$ cat src/rtl/demux_pkg.sv
// Shared constants and helpers for the registered 1-to-2 word demultiplexer.
package demux_pkg;

  localparam int WORD_W = 32;
  localparam int CNT_W  = 16;

  localparam logic PORT_A = 1'b0;
  localparam logic PORT_B = 1'b1;

  // One-hot destination decode: bit 0 is port A, bit 1 is port B.
  function automatic logic [1:0] port_decode(input logic sel);
    logic [1:0] dec;
    dec = 2'b00;
    case (sel)
      PORT_A:  dec = 2'b01;
      PORT_B:  dec = 2'b10;
      default: dec = 2'b00;
    endcase
    return dec;
  endfunction

endpackage

$ cat src/rtl/demux_slot.sv
// One-entry output register with valid flag and a wrapping count of loads.
module demux_slot #(
  parameter int WIDTH = demux_pkg::WORD_W,
  parameter int CNT_W = demux_pkg::CNT_W
) (
  input  logic             clk,
  input  logic             rst_n,
  input  logic             load,
  input  logic             pop,
  input  logic [WIDTH-1:0] d,
  output logic             valid,
  output logic [WIDTH-1:0] q,
  output logic [CNT_W-1:0] count
);

  logic             r_valid;
  logic [WIDTH-1:0] r_q;
  logic [CNT_W-1:0] r_count;

  // Load wins over pop so a simultaneous pop and load keeps the slot full.
  always_ff @(posedge clk or negedge rst_n) begin
    if (!rst_n) begin
      r_valid <= 1'b0;
      r_q     <= {WIDTH{1'b0}};
      r_count <= {CNT_W{1'b0}};
    end else if (load) begin
      r_valid <= 1'b1;
      r_q     <= d;
      r_count <= r_count + {{(CNT_W-1){1'b0}}, 1'b1};
    end else if (pop) begin
      r_valid <= 1'b0;
    end else begin
      r_valid <= r_valid;
    end
  end

  assign valid = r_valid;
  assign q     = r_q;
  assign count = r_count;

endmodule

$ cat src/rtl/demux_32bit_reg.sv
// Registered 1-to-2 demultiplexer: steers each accepted word into slot A or B.
module demux_32bit_reg #(
  parameter int WIDTH = demux_pkg::WORD_W,
  parameter int CNT_W = demux_pkg::CNT_W
) (
  input  logic             clk,
  input  logic             rst_n,
  input  logic             in_valid,
  output logic             in_ready,
  input  logic [WIDTH-1:0] in_data,
  input  logic             in_sel,
  output logic             a_valid,
  input  logic             a_ready,
  output logic [WIDTH-1:0] a_data,
  output logic [CNT_W-1:0] a_count,
  output logic             b_valid,
  input  logic             b_ready,
  output logic [WIDTH-1:0] b_data,
  output logic [CNT_W-1:0] b_count
);

  import demux_pkg::*;

  logic       w_ready;
  logic       w_accept;
  logic [1:0] w_load;

  // Only the destination slot can stall the producer.
  always_comb begin
    w_ready = 1'b0;
    if (in_sel == PORT_B) begin
      w_ready = ~b_valid | b_ready;
    end else begin
      w_ready = ~a_valid | a_ready;
    end
  end

  assign in_ready = w_ready;
  assign w_accept = in_valid & w_ready;
  assign w_load   = {2{w_accept}} & port_decode(in_sel);

  demux_slot #(.WIDTH(WIDTH), .CNT_W(CNT_W)) u_slot_a (
    .clk   (clk),
    .rst_n (rst_n),
    .load  (w_load[0]),
    .pop   (a_valid & a_ready),
    .d     (in_data),
    .valid (a_valid),
    .q     (a_data),
    .count (a_count)
  );

  demux_slot #(.WIDTH(WIDTH), .CNT_W(CNT_W)) u_slot_b (
    .clk   (clk),
    .rst_n (rst_n),
    .load  (w_load[1]),
    .pop   (b_valid & b_ready),
    .d     (in_data),
    .valid (b_valid),
    .q     (b_data),
    .count (b_count)
  );

endmodule
$ cat config.mk
export PLATFORM = sky130hd
export DESIGN_NAME = demux_32bit_reg
export DESIGN_NICKNAME = d
export VERILOG_FILES = /design/src/rtl/demux_pkg.sv /design/src/rtl/demux_slot.sv /design/src/rtl/demux_32bit_reg.sv
export SDC_FILE = /design/constraint.sdc
export NUM_CORES = 1
export LEC_CHECK = 0
export CORE_AREA = 2 2 87 89
export DETAILED_ROUTE_END_ITERATION = 10
export DIE_AREA = 0 0 89 91
export DONT_BUFFER_PORTS = 1
export GPL_TIMING_DRIVEN = 0
export PLACE_DENSITY = 0.69
export SETUP_SLACK_MARGIN = 0.3
export SLEW_MARGIN = 40
export SYNTH_ARGS = -nofsm -noshare
export SYNTH_HDL_FRONTEND = slang
export SYNTH_SLANG_ARGS = --single-unit
$ cat constraint.sdc
create_clock -name clk -period 3.9 [get_ports clk]
set_input_delay 0.585 -clock clk [delete_from_list [all_inputs] [get_ports clk]]
set_output_delay 0.585 -clock clk [all_outputs]
set_load 0.02 [all_outputs]
Yosys cells after proc, flatten, opt, wreduce, memory -nomap -nowiden:

Index checks and enable logic that the tools add are counted.

* register bits: 98
* bits in latches: 0
* RAM bits: 0
* bits in read-only memories: 0
* bits of input ports: 38
* logic and storage cells: 25
* memories: 0

* add/subtract/negate cells: 2
* $mul: 0
* div/mod/pow operators: 0
* $lt $le $gt $ge: 0
* eq/ne operators: 0
* shift operators: 0
* muxes and demuxes: 6
* bitwise operators: 9
* reduce and logical (&&, ||, !) cells: 2

Operators by type and width (count)
* $add 16x1->16 const B: 2
* $mux 1: 5
* $pmux 2 s2: 1
* $reduce_bool 2->1: 2
* $and 1x1->1: 3
* $not 1->1: 3
* $and 2x2->2: 1
* $or 1x1->1: 2

Longest topological paths before layout:

Gate-level depths: netlist of the first run.

* word-level depth: 6
* depth in mapped cells: 5
* depth with buffers taken out: 5

By module:

A second synthesis of the first run with hierarchy kept.

* cells, all modules: 261
* area total of the unflattened synthesis: 3893.7 um^2

By module, submodules not included
* demux_slot: times used 2, cells an instance 126, area each 1918.1 um^2, sequential area each 1226.2 um^2
* demux_32bit_reg: times used 1, cells an instance 9, area each 57.6 um^2, sequential area each 0.0 um^2

Worst setup path before layout of the first run:

No wires, ideal clock.

* kind: input-to-output
* from: input b_ready
* to: output in_ready
* arrival time: 1.166 ns
* data required time: 3.315 ns
* slack: 2.149 ns
* stages on the path: 2
* path buffers: 0
* cell sequence: and2b_4 a21oi_1

* word-level cells in the longest chain between the ends: 2

RTL lines
* from (decl): RTL line demux_32bit_reg.sv:17 `input logic b_ready,`
* $or 1x1->1: RTL line demux_32bit_reg.sv:32 `w_ready = ~b_valid | b_ready;`
* $mux 1: RTL line demux_32bit_reg.sv:31 `if (in_sel == PORT_B) begin`
* to (decl): RTL line demux_32bit_reg.sv:9 `output logic in_ready,`

No other way between the ends.

Worst setup path in the final report of the first run:

* from: register u_slot_a.r_valid, in the netlist u_slot_a.valid
* to: output in_ready

* word-level cells in the longest chain between the ends: 3

RTL lines
* from (decl): RTL line demux_slot.sv:16 `logic r_valid;`
* from (signal assigned): RTL line demux_slot.sv:33 `r_valid <= r_valid;`
* $not 1->1: RTL line demux_32bit_reg.sv:34 `w_ready = ~a_valid | a_ready;`
* $or 1x1->1: RTL line demux_32bit_reg.sv:34
* $mux 1: RTL line demux_32bit_reg.sv:31

No other way between the ends.

==> impl_metrics.json, run 1 <==
{
  "maxSlewViolCount": 0,
  "timing.setup.tns_ps": 0,
  "wl_per_cell_um": 18.9,
  "ys_top_cells_by_area": "dfrtp_1 62%, mux2_2 16%, xnor2_1 5.5%",
  "path_clk_slew_ps": 90,
  "reg2reg_setup_slack_ps": 2210,
  "drive_above_1_share": 0.326,
  "clk_latency_ps": 350,
  "antenna-diode-count": 0,
  "avgSynthCellArea_sq_um": 15.0,
  "mostFrequentLayoutCell": "dfrtp_1",
  "htree_levels": 3,
  "startpoint": "u_slot_a.valid$_DFFE_PN0P_",
  "syn_to_final_growth_pct": 8.14,
  "ys_types": 27,
  "place_congestion": 0.721,
  "hp-class": "in -> async",
  "p_int_w": 0.00159,
  "cts_setup_buffers": 0,
  "cts_root_buf": "clkbuf_8",
  "worst_slew_pin_slew_ps": 491,
  "setup_violations": 0,
  "rows": 31,
  "fin_worst_skew_ps": 13.8,
  "cts.sinks": 98,
  "initial_core_util": 0.553,
  "postSynth.asyncResetShare": 1.00,
  "grt_util_all_layers": 0.181,
  "numPortBuffers": 0,
  "synth_top_area_share": 0.621,
  "hold_viol": 0,
  "cts_resized": 0,
  "cp_max_fo": 3,
  "final_antenna_net_count": 0,
  "synth_flop_cell": "dfrtp_1",
  "powerDensity_nw_per_um2": 571,
  "dp_hpwl_um": 4970,
  "p_seq_frac": 0.650,
  "nets": 315,
  "max_freq_mhz": 482,
  "dr.pass1.iters": 4,
  "postCtsHoldBufs": 1,
  "critPathArrivalTime_ps": 1490,
  "cp-end-kind": "output pin",
  "cts_made_buffers": 9,
  "worst_slew_margin_rel": 0.674,
  "die_x_um": 89,
  "fin_crit_ps": 2070,
  "clkPwrFrac": 0.237,
  "pin_count": 137,
  "worstSetupPathType": "reg -> out",
  "grt_max_degree": 99,
  "cts_tree": "done",
  "yosysTopAreaCell": "dfrtp_1",
  "switching_power_w": 0.000845,
  "syn_nets": 303,
  "p_comb_frac": 0.113,
  "synth_cells": 263,
  "grt_pass1_wl_um": 11200,
  "fp.dieH_um": 91,
  "max-vdd-ir-drop_mv": 0.312,
  "vias": 2055,
  "netSwitchingFraction": 0.347,
  "synth_edf_count": 0,
  "instances_no_fill": 378,
  "cap_violations": 0,
  "synth-seq-cells": 98,
  "die_area_sq_um": 8100,
  "rsz0062_at_grt": "no",
  "grt_pass1_vias": 2143,
  "viasPerCell": 5.44,
  "ys_warn_count": 0,
  "cts.path.max_buffers": 2,
  "antenna_found_initial": 0,
  "core-area_sq_um": 7140,
  "critPathLaunchType": "flip-flop",
  "cp_cell_sequence": "nand2b_1, nor2_1, a21oi_1",
  "crit_path_max_incr_delay_ps": 480,
  "leakage_nw": 1.80,
  "timing.final.crit_share": 0.532,
  "drc": 0,
  "wl_um": 7140,
  "status": "complete, no violations",
  "cp_slowest_cell": "dfrtp_1",
  "r2r_start": "u_slot_a.count[0]$_DFFE_PN0P_",
  "overflow": 0,
  "cp_data_required_time_ps": 3310,
  "synth_area_sq_um": 3950,
  "ys_seq_area_frac": 0.621,
  "drtIter0Drc": 23,
  "dp_cells": 362,
  "layout_common_cells": "98 x dfrtp_1, 57 x mux2_2, 25 x xnor2_1, 17 x nand2_1",
  "final_util": 0.599
}
-- logic make-up (layout without fill, tap and decap cells) --
logic type / after synthesis / count (layout) / share of synthesized area
simple gates: 60 / 60 / 0.104
fa+ha+maj: 2 / 2 / 0.00633
xor+xnor: 30 / 30 / 0.0665
buf+inv: 7 / 23 / 0.0162
compound gates: 1 / 1 / 0.00127
flops: 98 / 98 / 0.621
mux: 65 / 65 / 0.185
-- per-stage QoR --
step,hold slack (ps),worst slack [ps],area (sq um),total power [W]
floorplan,289,2150,3950,0.00178
global placement,291,2080,4070,0.00185
detailed placement,291,2080,4070,0.00187
CTS,171,1790,4270,0.00247
global route,190,1750,4270,0.00256
finish,160,1830,4270,0.00244
-- critical path: cells and delay by family (launching register included) --
kind	cells	cell delay, ps
AND/OR/NAND/NOR	2	260
flip-flops	1	480
AO/OA/AOI/OAI	1	400
-- synth_stat cells, types with 2 or more instances --
library cell,count
dfrtp_1,98
mux2_2,57
xnor2_1,25
nand2_1,17
nand3_1,10
nand4_1,9
mux2_1,8
xor2_1,5
buf_6,4
and3_1,3
and2_1,2
and2b_4,2
buf_4,2
ha_1,2
nand2b_1,2
nand2b_4,2
nor2_1,2
nor2_4,2
nor3_4,2
nor4_4,2
-- state kept, by name (all words and copies together) (netlist names) --
register,count
u_slot_a.valid,1
u_slot_a.q,32
u_slot_b.valid,1
u_slot_b.q,32
u_slot_b.count,16
u_slot_a.count,16
-- power groups by stage --
stage	Combinational (W)	Clock, W	Sequential (W)
global route	0.000309	0.000636	0.00161
CTS	0.000281	0.000594	0.00159
floorplan	0.000227	0	0.00155
finish	0.000275	0.000578	0.00158
global placement	0.000247	0	0.00160
detailed placement	0.000258	0	0.00161
-- routing by layer --
layer,global-route usage,wire (um),vias to the layer above
met3,0.0818,730,9
met5,0,0,-
li1,-,-,932
met4,0.0734,122,0
met1,0.219,2900,1033
met2,0.279,3390,81
-- area by class of cell --
cell class              instances  area [sq um]
plain buffers                   6          60.1
fillers                       598          2870
repair buffers                  1          27.5
multi-input cells             158          1430
flip-flops and latches         98          2450
inverters                       1          3.75
clock inverters                 4          28.8
clock buffers                  11           141
well taps                      99           124
-- final timing paths --
| path | end | cells past startpoint |
|---|---|---|
| max in group asynchronous | u_slot_b.q[3]$_DFFE_PN0P_ | 1 |
| min reg2reg | u_slot_b.count[15]$_DFFE_PN0P_ | 1 |
| min in group clk | u_slot_a.q[29]$_DFFE_PN0P_ | 1 |
| min | u_slot_b.count[11]$_DFFE_PN0P_ | 1 |
| max | in_ready | 3 |
| max reg2reg | u_slot_a.count[14]$_DFFE_PN0P_ | 5 |
Power figures use the tool's default switching activity.
==> run 2: changes to the inputs <==
- clock period: 3.9 -> 1.96 ns (I/O delays scaled with it)
==> impl_metrics.json, run 2 (synthesized netlist as in run 1, its figures left out) <==
{
  "wl_per_cell_um": 18.6,
  "numPortBuffers": 0,
  "cp-end-kind": "output pin",
  "max_freq_mhz": 627,
  "cap_violations": 0,
  "cp_cell_sequence": "nand2b_4, nor2_1, a21oi_4",
  "cts.sinks": 98,
  "cp_slowest_cell": "dfrtp_1",
  "crit_path_max_incr_delay_ps": 560,
  "leakage_nw": 1.82,
  "reg2reg_setup_slack_ps": 380,
  "hp-class": "in -> async",
  "timing.final.crit_share": 0.813,
  "final_antenna_net_count": 0,
  "violations": "negative hold slack",
  "critPathCapture": "in_ready",
  "die_area_sq_um": 8100,
  "path_clk_slew_ps": 90,
  "critPathArrivalTime_ps": 1300,
  "fin_worst_skew_ps": 13.7,
  "n_fill_cell": 594,
  "grt_max_degree": 99,
  "worst_slew_pin_slew_ps": 363,
  "startpoint": "u_slot_a.valid$_DFFE_PN0P_",
  "drtIter0Drc": 27,
  "dp_hpwl_um": 4970,
  "setup_violations": 0,
  "fin_crit_ps": 1590,
  "rr_endpoint": "u_slot_b.q[9]$_DFFE_PN0P_",
  "cp_max_fo": 3,
  "wl_um": 7120,
  "vias": 2084,
  "timing.setup.tns_ps": 0,
  "crit_buf_inv": 0,
  "r2r_cells": 4,
  "grt_pass1_vias": 2166,
  "status": "complete, but fails checks",
  "fp.dieH_um": 91,
  "htree_levels": 3,
  "drive_above_1_share": 0.373,
  "powerDensity_nw_per_um2": 1120,
  "initial_core_util": 0.553,
  "nets": 320,
  "dr.pass1.iters": 4,
  "cts_root_buf": "clkbuf_8",
  "cp.depth": 3,
  "rsz0062_at_grt": "no",
  "core-area_sq_um": 7140,
  "die_x_um": 89,
  "layout_common_cells": "92 x dfrtp_1, 57 x mux2_2, 25 x xnor2_1, 16 x nand2_1",
  "clk_latency_ps": 350,
  "place_congestion": 0.721,
  "antenna-diode-count": 0,
  "viasPerCell": 5.44,
  "hold_viol": 98,
  "cts_tree": "done",
  "critPathLaunchType": "flip-flop",
  "p_total_w": 0.00486,
  "antenna_found_initial": 0,
  "grt_pass1_wl_um": 11200,
  "rows": 31,
  "pin_count": 137,
  "cp_data_required_time_ps": 1670,
  "overflow": 0,
  "crit_family": "flip-flops",
  "mostFrequentLayoutCell": "dfrtp_1",
  "drc": 0,
  "holdWs_ps": -374,
  "worst_slew_margin_rel": 0.758,
  "r2r_start": "u_slot_b.valid$_DFFE_PN0P_",
  "worstSetupPathType": "reg -> out",
  "grt_util_all_layers": 0.180,
  "cts_made_buffers": 9,
  "syn_to_final_growth_pct": 9.72,
  "max-vdd-ir-drop_mv": 0.624,
  "maxSlewViolCount": 0,
  "cts.path.max_buffers": 2
}
run 2: worst min-delay path by stage:
stage,to,cells after the start
global route,u_slot_b.q[0]$_DFFE_PN0P_,0
CTS,u_slot_a.q[15]$_DFFE_PN0P_,0
global placement,u_slot_b.count[15]$_DFFE_PN0P_,0
finish,u_slot_b.count[15]$_DFFE_PN0P_,0
detailed placement,u_slot_b.count[14]$_DFFE_PN0P_,0
floorplan,u_slot_a.count[0]$_DFFE_PN0P_,0
run 2: where the power goes:
group          leakage [nW]  internal [W]  switching [W]
clock network        0.0814      0.000490       0.000657
logic                 0.545      0.000337       0.000201
registers              1.20       0.00238       0.000799
total                  1.82       0.00320        0.00166
run 2: layout make-up:
| class | count | area [sq um] | area share |
|---|---|---|---|
| timing repair buffer | 6 | 45.0 | 0.0104 |
| tap | 99 | 124 | 0.0286 |
| clock inverter | 4 | 28.8 | 0.00664 |
| clock buffer | 11 | 141 | 0.0326 |
| inverter | 1 | 3.75 | 0.000866 |
| buffer | 6 | 63.8 | 0.0147 |
| sequential | 98 | 2460 | 0.568 |
| multi-input combinational | 158 | 1470 | 0.339 |
run 2: repair_timing:
item                                    CTS  global route
endpoints found under the setup margin   46            10
setup buffers                             3             3
resized for setup                         4             9
pin swaps                                 2             4
endpoints found under the hold margin    98            98
run 2: worst register-to-register path, delay by kind of cell (launching register included):
family                 cells  cell delay [ps]
AND/OR/NAND/NOR            2              460
flip-flops                 1              470
multiplexers               1              340
buffers and inverters      1              200
run 2: metal layers:
layer	GRT usage	share of wire	vias up
met5	0	0	-
met2	0.275	0.48	82
met4	0.0771	0.017	0
met3	0.0818	0.099	9
li1	-	-	945
met1	0.220	0.40	1048
run 2: through the flow:
step           std cells  setup slack, ps  utilization  hold WS [ps]  area, sq um
6_report             383              366        0.607          -374         4330
5_1_grt              383              296        0.607          -394         4330
3_3_place_gp         362              279        0.571         0.186         4070
3_5_place_dp         362              260        0.571         0.244         4070
2_1_floorplan        263              468            -         -1.59         3950
4_1_cts              380              271        0.599          -388         4280
